`src/rtl/tdc_pkg.sv`:
```
// Shared definitions for the delay-line TDC fine path.
//
// Contents:
//   TAPS_DEFAULT  default delay-line length; this is also the encoder input width
//   CODE_W        width of the binary code produced by the downstream encoder
//   ST_*          2-bit encodings of the capture FSM states
//   maj3          three-input majority vote, used by the bubble filter
package tdc_pkg;

  localparam int TAPS_DEFAULT = 16;
  localparam int CODE_W       = $clog2(TAPS_DEFAULT);

  localparam logic [1:0] ST_IDLE    = 2'd0;
  localparam logic [1:0] ST_ARMED   = 2'd1;
  localparam logic [1:0] ST_CAPTURE = 2'd2;
  localparam logic [1:0] ST_HOLDOFF = 2'd3;

  // A tap survives the filter when at least two of the three bits
  // (itself and its two neighbours) are set.
  function automatic logic maj3(input logic a, input logic b, input logic c);
    return (a & b) | (a & c) | (b & c);
  endfunction

endpackage

```
`src/rtl/tdc_bubble_filter.sv`:
```
// Registered single-tap bubble filter for a delay-line thermometer word.
//
// Each output bit is the majority of the tap and its two neighbours. The
// line start reuses tap 0 as its own lower neighbour, so f[0] simply
// follows s[0]. The line end treats the tap past the last one as 0.
//
// Ports:
//   clk  in   1     system clock
//   rst  in   1     synchronous active-high reset, clears f
//   s    in   TAPS  synchronised taps, bit 0 = first tap
//   f    out  TAPS  filtered taps, one cycle after s
module tdc_bubble_filter
  import tdc_pkg::*;
#(
  parameter int TAPS = TAPS_DEFAULT
) (
  input  logic            clk,
  input  logic            rst,
  input  logic [TAPS-1:0] s,
  output logic [TAPS-1:0] f
);

  // Bit j of ext is tap j-1. The extra bits carry the boundary values,
  // so every majority vote reads three adjacent ext bits.
  logic [TAPS+1:0] ext;
  logic [TAPS-1:0] f_next;

  assign ext = {1'b0, s, s[0]};

  // Majority vote over each tap and its two neighbours.
  always_comb begin
    f_next = {TAPS{1'b0}};
    for (int i = 0; i < TAPS; i++) begin
      f_next[i] = maj3(ext[i], ext[i+1], ext[i+2]);
    end
  end

  // Register the filtered word.
  always_ff @(posedge clk) begin
    if (rst) begin
      f <= {TAPS{1'b0}};
    end else begin
      f <= f_next;
    end
  end

endmodule

```
`src/rtl/tdc_tap_capture.sv`:
```
// Tap capture front end of the delay-line TDC fine path.
//
// The block resynchronises the raw asynchronous taps and removes single-tap
// bubbles. While armed, it catches the first filtered word whose first tap
// is set. It presents that word on ip with a one-cycle en strobe for the
// downstream priority encoder. A capture is only taken when f[0] is set, so
// en never appears with ip == 0. After each capture a dead time of HOLDOFF
// cycles follows. Any hit seen during that time only raises the sticky
// missed flag.
//
// Ports:
//   clk        in   1     system clock
//   rst        in   1     synchronous active-high reset, wins over all inputs
//   arm        in   1     level; hits are accepted only while high
//   taps       in   TAPS  raw delay-line taps, bit 0 = first tap
//   ip         out  TAPS  captured thermometer word; changes only on capture
//   en         out  1     one-cycle strobe, ip valid for encoding
//   busy       out  1     high in CAPTURE or HOLDOFF
//   sat        out  1     pulse with en when ip is all ones
//   missed     out  1     sticky: hit during HOLDOFF; cleared on arm rising edge
//   hit_count  out  16    captures since reset, saturating at 16'hFFFF
module tdc_tap_capture
  import tdc_pkg::*;
#(
  parameter int          TAPS           = TAPS_DEFAULT,
  parameter int          SYNC_STAGES    = 2,
  parameter int          HOLDOFF        = 4,
  // Reset value of hit_count. It is left at zero in normal use. A nonzero
  // value lets the saturation behaviour be reached without 65535 captures.
  parameter logic [15:0] HIT_COUNT_INIT = 16'h0000
) (
  input  logic            clk,
  input  logic            rst,
  input  logic            arm,
  input  logic [TAPS-1:0] taps,
  output logic [TAPS-1:0] ip,
  output logic            en,
  output logic            busy,
  output logic            sat,
  output logic            missed,
  output logic [15:0]     hit_count
);

  localparam int HOLD_W = (HOLDOFF > 1) ? $clog2(HOLDOFF) : 1;
  localparam logic [HOLD_W-1:0] HOLD_LOAD = HOLD_W'(HOLDOFF - 1);

  logic [TAPS-1:0]   sync_ff [SYNC_STAGES];
  logic [TAPS-1:0]   filt;
  logic [1:0]        state;
  logic [1:0]        state_next;
  logic [HOLD_W-1:0] hold_cnt;
  logic              arm_d;
  logic              hit;
  logic              capture;
  logic              missed_set;
  logic              arm_rise;
  logic              all_ones;

  // Resynchronise the raw taps. Only the last stage feeds the filter.
  always_ff @(posedge clk) begin
    if (rst) begin
      for (int i = 0; i < SYNC_STAGES; i++) begin
        sync_ff[i] <= {TAPS{1'b0}};
      end
    end else begin
      sync_ff[0] <= taps;
      for (int i = 1; i < SYNC_STAGES; i++) begin
        sync_ff[i] <= sync_ff[i-1];
      end
    end
  end

  tdc_bubble_filter #(
    .TAPS (TAPS)
  ) u_filter (
    .clk (clk),
    .rst (rst),
    .s   (sync_ff[SYNC_STAGES-1]),
    .f   (filt)
  );

  // A hit means the edge has entered the line. An all-zero word can never
  // qualify, because its first tap is clear.
  assign hit      = filt[0];
  assign all_ones = &filt;
  assign arm_rise = arm & ~arm_d;

  // Next-state logic. When arm drops, it wins over a simultaneous hit.
  always_comb begin
    state_next = state;
    case (state)
      ST_IDLE: begin
        if (arm) begin
          state_next = ST_ARMED;
        end else begin
          state_next = ST_IDLE;
        end
      end
      ST_ARMED: begin
        if (!arm) begin
          state_next = ST_IDLE;
        end else if (hit) begin
          state_next = ST_CAPTURE;
        end else begin
          state_next = ST_ARMED;
        end
      end
      ST_CAPTURE: begin
        state_next = ST_HOLDOFF;
      end
      ST_HOLDOFF: begin
        if (hold_cnt == {HOLD_W{1'b0}}) begin
          if (arm) begin
            state_next = ST_ARMED;
          end else begin
            state_next = ST_IDLE;
          end
        end else begin
          state_next = ST_HOLDOFF;
        end
      end
      default: begin
        state_next = ST_IDLE;
      end
    endcase
  end

  // Decode the cycle's capture and missed-hit events from the current state.
  always_comb begin
    capture    = 1'b0;
    missed_set = 1'b0;
    if (state == ST_ARMED) begin
      capture = arm & hit;
    end else if (state == ST_HOLDOFF) begin
      missed_set = hit;
    end else begin
      capture    = 1'b0;
      missed_set = 1'b0;
    end
  end

  // FSM state register and dead-time counter. The counter loads while in
  // CAPTURE, so HOLDOFF lasts exactly HOLDOFF cycles.
  always_ff @(posedge clk) begin
    if (rst) begin
      state    <= ST_IDLE;
      hold_cnt <= {HOLD_W{1'b0}};
    end else begin
      state <= state_next;
      if (state == ST_CAPTURE) begin
        hold_cnt <= HOLD_LOAD;
      end else if ((state == ST_HOLDOFF) && (hold_cnt != {HOLD_W{1'b0}})) begin
        hold_cnt <= hold_cnt - HOLD_W'(1);
      end else begin
        hold_cnt <= hold_cnt;
      end
    end
  end

  // Registered outputs. ip only loads on a capture, so the encoder output
  // stays stable between strobes.
  always_ff @(posedge clk) begin
    if (rst) begin
      ip    <= {TAPS{1'b0}};
      en    <= 1'b0;
      sat   <= 1'b0;
      busy  <= 1'b0;
      arm_d <= 1'b0;
    end else begin
      en    <= capture;
      sat   <= capture & all_ones;
      busy  <= (state_next == ST_CAPTURE) || (state_next == ST_HOLDOFF);
      arm_d <= arm;
      if (capture) begin
        ip <= filt;
      end else begin
        ip <= ip;
      end
    end
  end

  // Sticky missed flag. If a set and an arm rising edge occur in the same
  // cycle, the set wins.
  always_ff @(posedge clk) begin
    if (rst) begin
      missed <= 1'b0;
    end else if (missed_set) begin
      missed <= 1'b1;
    end else if (arm_rise) begin
      missed <= 1'b0;
    end else begin
      missed <= missed;
    end
  end

  // Saturating capture counter.
  always_ff @(posedge clk) begin
    if (rst) begin
      hit_count <= HIT_COUNT_INIT;
    end else if (capture && (hit_count != 16'hFFFF)) begin
      hit_count <= hit_count + 16'h0001;
    end else begin
      hit_count <= hit_count;
    end
  end

endmodule

```
`config.mk`:
```
export PLATFORM = sky130hd
export DESIGN_NAME = tdc_tap_capture
export DESIGN_NICKNAME = d
export VERILOG_FILES = /design/src/rtl/tdc_pkg.sv /design/src/rtl/tdc_bubble_filter.sv /design/src/rtl/tdc_tap_capture.sv
export SDC_FILE = /design/constraint.sdc
export NUM_CORES = 1
export LEC_CHECK = 0
export BUFFER_PORTS_ARGS = -buffer_cell sky130_fd_sc_hd__buf_2
export CAP_MARGIN = 10
export CORE_MARGIN = 2
export CORE_UTILIZATION = 35
export DETAILED_ROUTE_END_ITERATION = 8
export PLACE_DENSITY = 0.6
export RECOVER_POWER = 25
export SYNTH_ARGS = -nofsm -noshare
export SYNTH_HDL_FRONTEND = slang
export SYNTH_SLANG_ARGS = --single-unit
export TNS_END_PERCENT = 10
```
`constraint.sdc`:
```
create_clock -name clk -period 3.45 [get_ports clk]
set_clock_uncertainty 0.1 [all_clocks]
set_input_delay 0 -clock clk [delete_from_list [all_inputs] [get_ports clk]]
set_output_delay 0 -clock clk [all_outputs]
set_load 0.02 [all_outputs]
```
==> Word-level counts from Yosys, hierarchy flattened <==
Memories as Yosys holds them, arrays and structs flattened.
Index checks and enable logic that the tools add are counted.
{ "classes": {"mux": 17, "n_reduce_logical": 9, "eq_ne": 6, "n_addsub": 2, "bitwise": 65} }
{ "op_table": {"columns": ["operator", "n"], "rows": [
  ["AND 1 bit", 32],
  ["two-way mux 16 bit", 2],
  ["bitwise OR 1 bit", 32],
  ["adder 16 x 1 -> 16 bit, second input constant", 1],
  ["!= test 16 bit, second input constant", 1],
  ["AND reduction 16 bit", 1],
  ["two-way mux 2 bit", 5],
  ["two-way mux 1 bit", 9],
  ["equality test 2 bit, second input constant", 4],
  ["one-hot mux 2 bit (4 select lines)", 1],
  ["nonzero test 2 bit", 3],
  ["logical NOT 2 bit", 2],
  ["equality test 2 x 1 -> 1 bit, second input constant", 1],
  ["logical AND 1 bit", 2],
  ["subtractor 2 x 1 -> 2 bit, second input constant", 1],
  ["logical OR 1 bit", 1],
  ["inverter 1 bit", 1]
]} }
{ "word_totals": {"regBits": 57, "inputBits": 19, "memories": 1, "ram_bits": 32, "out_inout_bits": 36, "wordCells": 110} }
{ "mem_list": {"columns": ["memory", "words", "word_bits", "rd", "rd_ports_with_merged_regs", "write_ports", "line", "rtl"], "rows": [
  ["sync_ff", 2, 16, 2, 0, 2, "tdc_tap_capture.sv:47", "logic [TAPS-1:0] sync_ff [SYNC_STAGES];"]
]} }

==> Longest topological paths before layout <==
{ "logic_depth": {"ltp_word": 5, "mapped_depth": 6, "depth_no_buf": 5} }

==> Modules after synthesis <==
Synthesis repeated with hierarchy kept, for this count alone.
{ "hier_totals": {"hier_cells": 333, "hier_area_um2": 3093.0} }
{ "by_module_without_submodules": {"columns": ["module", "cells_per_inst", "n_inst", "seq_area_each_um2", "area_per_inst_um2"], "rows": [
  ["tdc_tap_capture", 272, 1, 1441.4, 2558.7],
  ["tdc_bubble_filter", 61, 1, 320.3, 534.3]
]} }

==> Least setup slack after synthesis <==
No wires, ideal clock.
{ "synth_timing": {"kind": "reg2reg", "startpoint": "register hit_count[0]", "endpoint": "register hit_count[15]", "path_slack_ps": 1520, "synth_period_minus_slack_ps": 1930, "arrival_ps": 1742, "path_stages_with_launch": 6, "n_path_buf": 0, "cell_sequence": "dfxtp_1 ha_1 nand3_1 nor4_4 and4b_1 nor4_2"} }
{ "synth_between": {"elab_chain_len": 2, "word_cells_on_any_way": 3} }
{ "synth_rtl": {"columns": ["element", "line", "rtl"], "rows": [
  ["start, declared", "tdc_tap_capture.sv:41", "output logic [15:0] hit_count"],
  ["start signal, assigned", "tdc_tap_capture.sv:201", "hit_count <= hit_count + 16'h0001;"],
  ["start signal, assigned", "tdc_tap_capture.sv:203", "hit_count <= hit_count;"],
  ["branches (longest 2 deep; another with adder 16 x 1 -> 16 bit)", null, null]
]} }
Several ways; the timed one is not identified.
A chain may end at the register's enable or synchronous reset.

==> impl_metrics.tcl <==
set metrics [dict create \
    synth_warnings 0 \
    reg2reg_to "hit_count[14]" \
    critPathMaxStageDelay_ps 640 \
    max_cap_viol_count 1 \
    crit_end "hit_count[14]" \
    regToRegSetupSlack_ps 1210 \
    syn-mean-instance-area_um2 9.28 \
    crit_type "reg -> reg" \
    startpoint_type "flop" \
    grt_pass1_vias 2292 \
    period_share 0.651 \
    die-area_um2 9840 \
    final_cell_mix "dfxtp_1, nand2_1, buf_2, a21oi_1, nor2b_1" \
    synth_cells 342 \
    antenna_found_initial 0 \
    cts.htree.levels 3 \
    synth_ff_type "dfxtp_1" \
    die_h_um 99.2 \
    cts.path.max_buffers 2 \
    violations "capacitance limit, slew limit" \
    cp.arrival_ps 2300 \
    ctsResizeCount 0 \
    cp.required_ps 3500 \
    drc_errors 0 \
    ir_drop_uv 227 \
    grt_usage 0.130 \
    hpwl_um 4190 \
    yosys.cell_types.count 40 \
    rsz0062_at_grt "no" \
    cts_buffers 9 \
    synth_largest_area_cell "dfxtp_1" \
    final_common_cell "dfxtp_1" \
    synth_area_leaders "dfxtp_1, nor2b_1, a21oi_1" \
    grt_pass1_wl_um 10400 \
    via_count 2545 \
    fmax_ghz 0.446 \
    rr_startpoint "busy" \
    root_buffer "clkbuf_8" \
    min_path_type "in -> reg" \
    rows 34 \
    finalCriticalPeriod_ps 2240 \
    nets 432 \
    tns_ps 0 \
    post_cts_buffers 0 \
    globalplace.congestion 0.802 \
    clk_latency_ps 360 \
    synth_edf_count 0 \
    cts_tree "yes" \
    grt_overflow_total 0 \
    drt_iter0_drc 167 \
    routed_wl_um 6180 \
    critPathBufInv 0 \
    die_w_um 99.2 \
    relSlewSlack -0.598 \
    setup_viol 0 \
    drive_above_1_share 0.168 \
    crit_chain "nand4b_2 -> nor4_1 -> and4_1 -> nor3_1" \
    slowest_stage "nand4b_2" \
    worstSetupStartpoint "busy" \
    yosysTopAreaCellShare 0.555 \
    worst_pin_slew_ps 2400 \
    firstDrtPassIters 4 \
    design_area_um2 3880 \
    start_util 0.362 \
    areaGrowthSynthToFinish_pct 22.4 \
    r2r_cells 4 \
    crit_cells 4 \
    path_clk_slew_ps 100 \
    place_area_um2 3530 \
    end_kind "flop" \
    hold_viol_final 0 \
    syn-cell-area_um2 3170 \
    syn_nets 363 \
    outcome "finished with violations" \
    core_area_um2 8760 \
    avgRoutedWirePerCell_um 11.8 \
    slew_viol_final 59 \
    cp_max_fo 26 \
    ant_nets 0 \
    power-per-cell-area_nw_per_um2 462 \
    portBuffers 54 \
    antennaDiodeCount 0 \
    synth-seq-cells 88 \
    via_per_inst 4.86 \
    critical_path.top_delay_family "simple AND/OR/NAND/NOR gates" \
    grt_max_degree 59 \
    ys_seq_area_frac 0.555 \
    cts_sinks 88 \
    ctsHoldBuffers 17 \
    cellLeakagePower_nw 1.48 \
    synthArstFlopShare 0 \
    ios 55 \
]
==> registers in the layout (all words and copies together) (netlist names) <==
signal,count
sync_ff,32
hit_count,16
ip,16
u_filter.f,16
hold_cnt,2
arm_d,1
busy,1
en,1
missed,1
sat,1
state,1
==> cells by family (layout without fill, tap and decap cells) <==
kind of cell / after synthesis / after routing / share of synthesized area
AND/OR/NAND/NOR: 155 / 155 / 0.272
flip-flops: 88 / 88 / 0.555
AO/OA/AOI/OAI: 73 / 73 / 0.128
buffers and inverters: 21 / 95 / 0.0260
multiplexers: 3 / 3 / 0.0103
adder cells (fa/ha/maj): 2 / 2 / 0.00789
==> through the flow <==
| step | utilization | power [W] | setup WS (ps) | instances | hold slack [ps] |
|---|---|---|---|---|---|
| floorplan | - | 0.00110 | 1520 | 342 | 28.2 |
| global placement | 0.403 | 0.00112 | 1270 | 491 | 113 |
| global route | 0.443 | 0.00188 | 917 | 524 | 270 |
| detailed placement | 0.403 | 0.00112 | 1250 | 491 | 115 |
| CTS | 0.445 | 0.00182 | 1260 | 524 | 190 |
| finish | 0.443 | 0.00179 | 1210 | 524 | 277 |
==> worst min path at each step <==
| stage | from | to | depth (start not counted) |
|---|---|---|---|
| CTS | rst | ip[0] | 2 |
| finish | taps[13] | sync_ff[0][13] | 3 |
| floorplan | taps[0] | sync_ff[0][0] | 1 |
| global placement | taps[10] | sync_ff[0][10] | 2 |
| detailed placement | taps[2] | sync_ff[0][2] | 2 |
| global route | taps[10] | sync_ff[0][10] | 3 |
==> cell usage after synthesis, drive strengths merged, types with 2 or more instances <==
library cell / count
buf: 5
o21ai: 18
nor4: 3
ha: 2
inv: 6
nand4: 9
dfxtp: 88
a211oi: 4
mux2: 2
nor2b: 35
nand3: 8
and4: 6
a21oi: 38
or3: 2
and3: 5
or4: 4
nor3: 7
nand4b: 2
clkbuf: 10
and4b: 2
o31ai: 3
nand2: 47
a21boi: 3
nand2b: 3
a31oi: 3
nor2: 21
==> layer usage <==
metal / vias to the layer above / track usage / routed length, um
li1: 1338 / - / -
met1: 1133 / 0.172 / 3130
met3: 12 / 0.0316 / 280
met2: 62 / 0.194 / 2600
met5: - / 0 / 0
met4: 0 / 0.0727 / 174
==> cell type report <==
type,count,area (um2)
Clock inverter,7,72.6
Fill cell,858,4880
Timing Repair Buffer,73,438
Clock buffer,9,124
Sequential cell,88,1760
Tap cell,108,135
Inverter,6,22.5
Multi-Input combinational cell,233,1330
==> worst min-delay path, cell delays in order <==
cell	delay, ps
dlygate4sd3_1	510
buf_2	90
nor2b_1	100
==> power breakdown <==
group / internal, W / switching (W) / total, W
Combinational: 0.0000343 / 0.0000280 / 0.0000623
Clock: 0.000284 / 0.000397 / 0.000681
Sequential: 0.00104 / 0.0000119 / 0.00105
No activity file was read; power rests on OpenSTA's default activity.
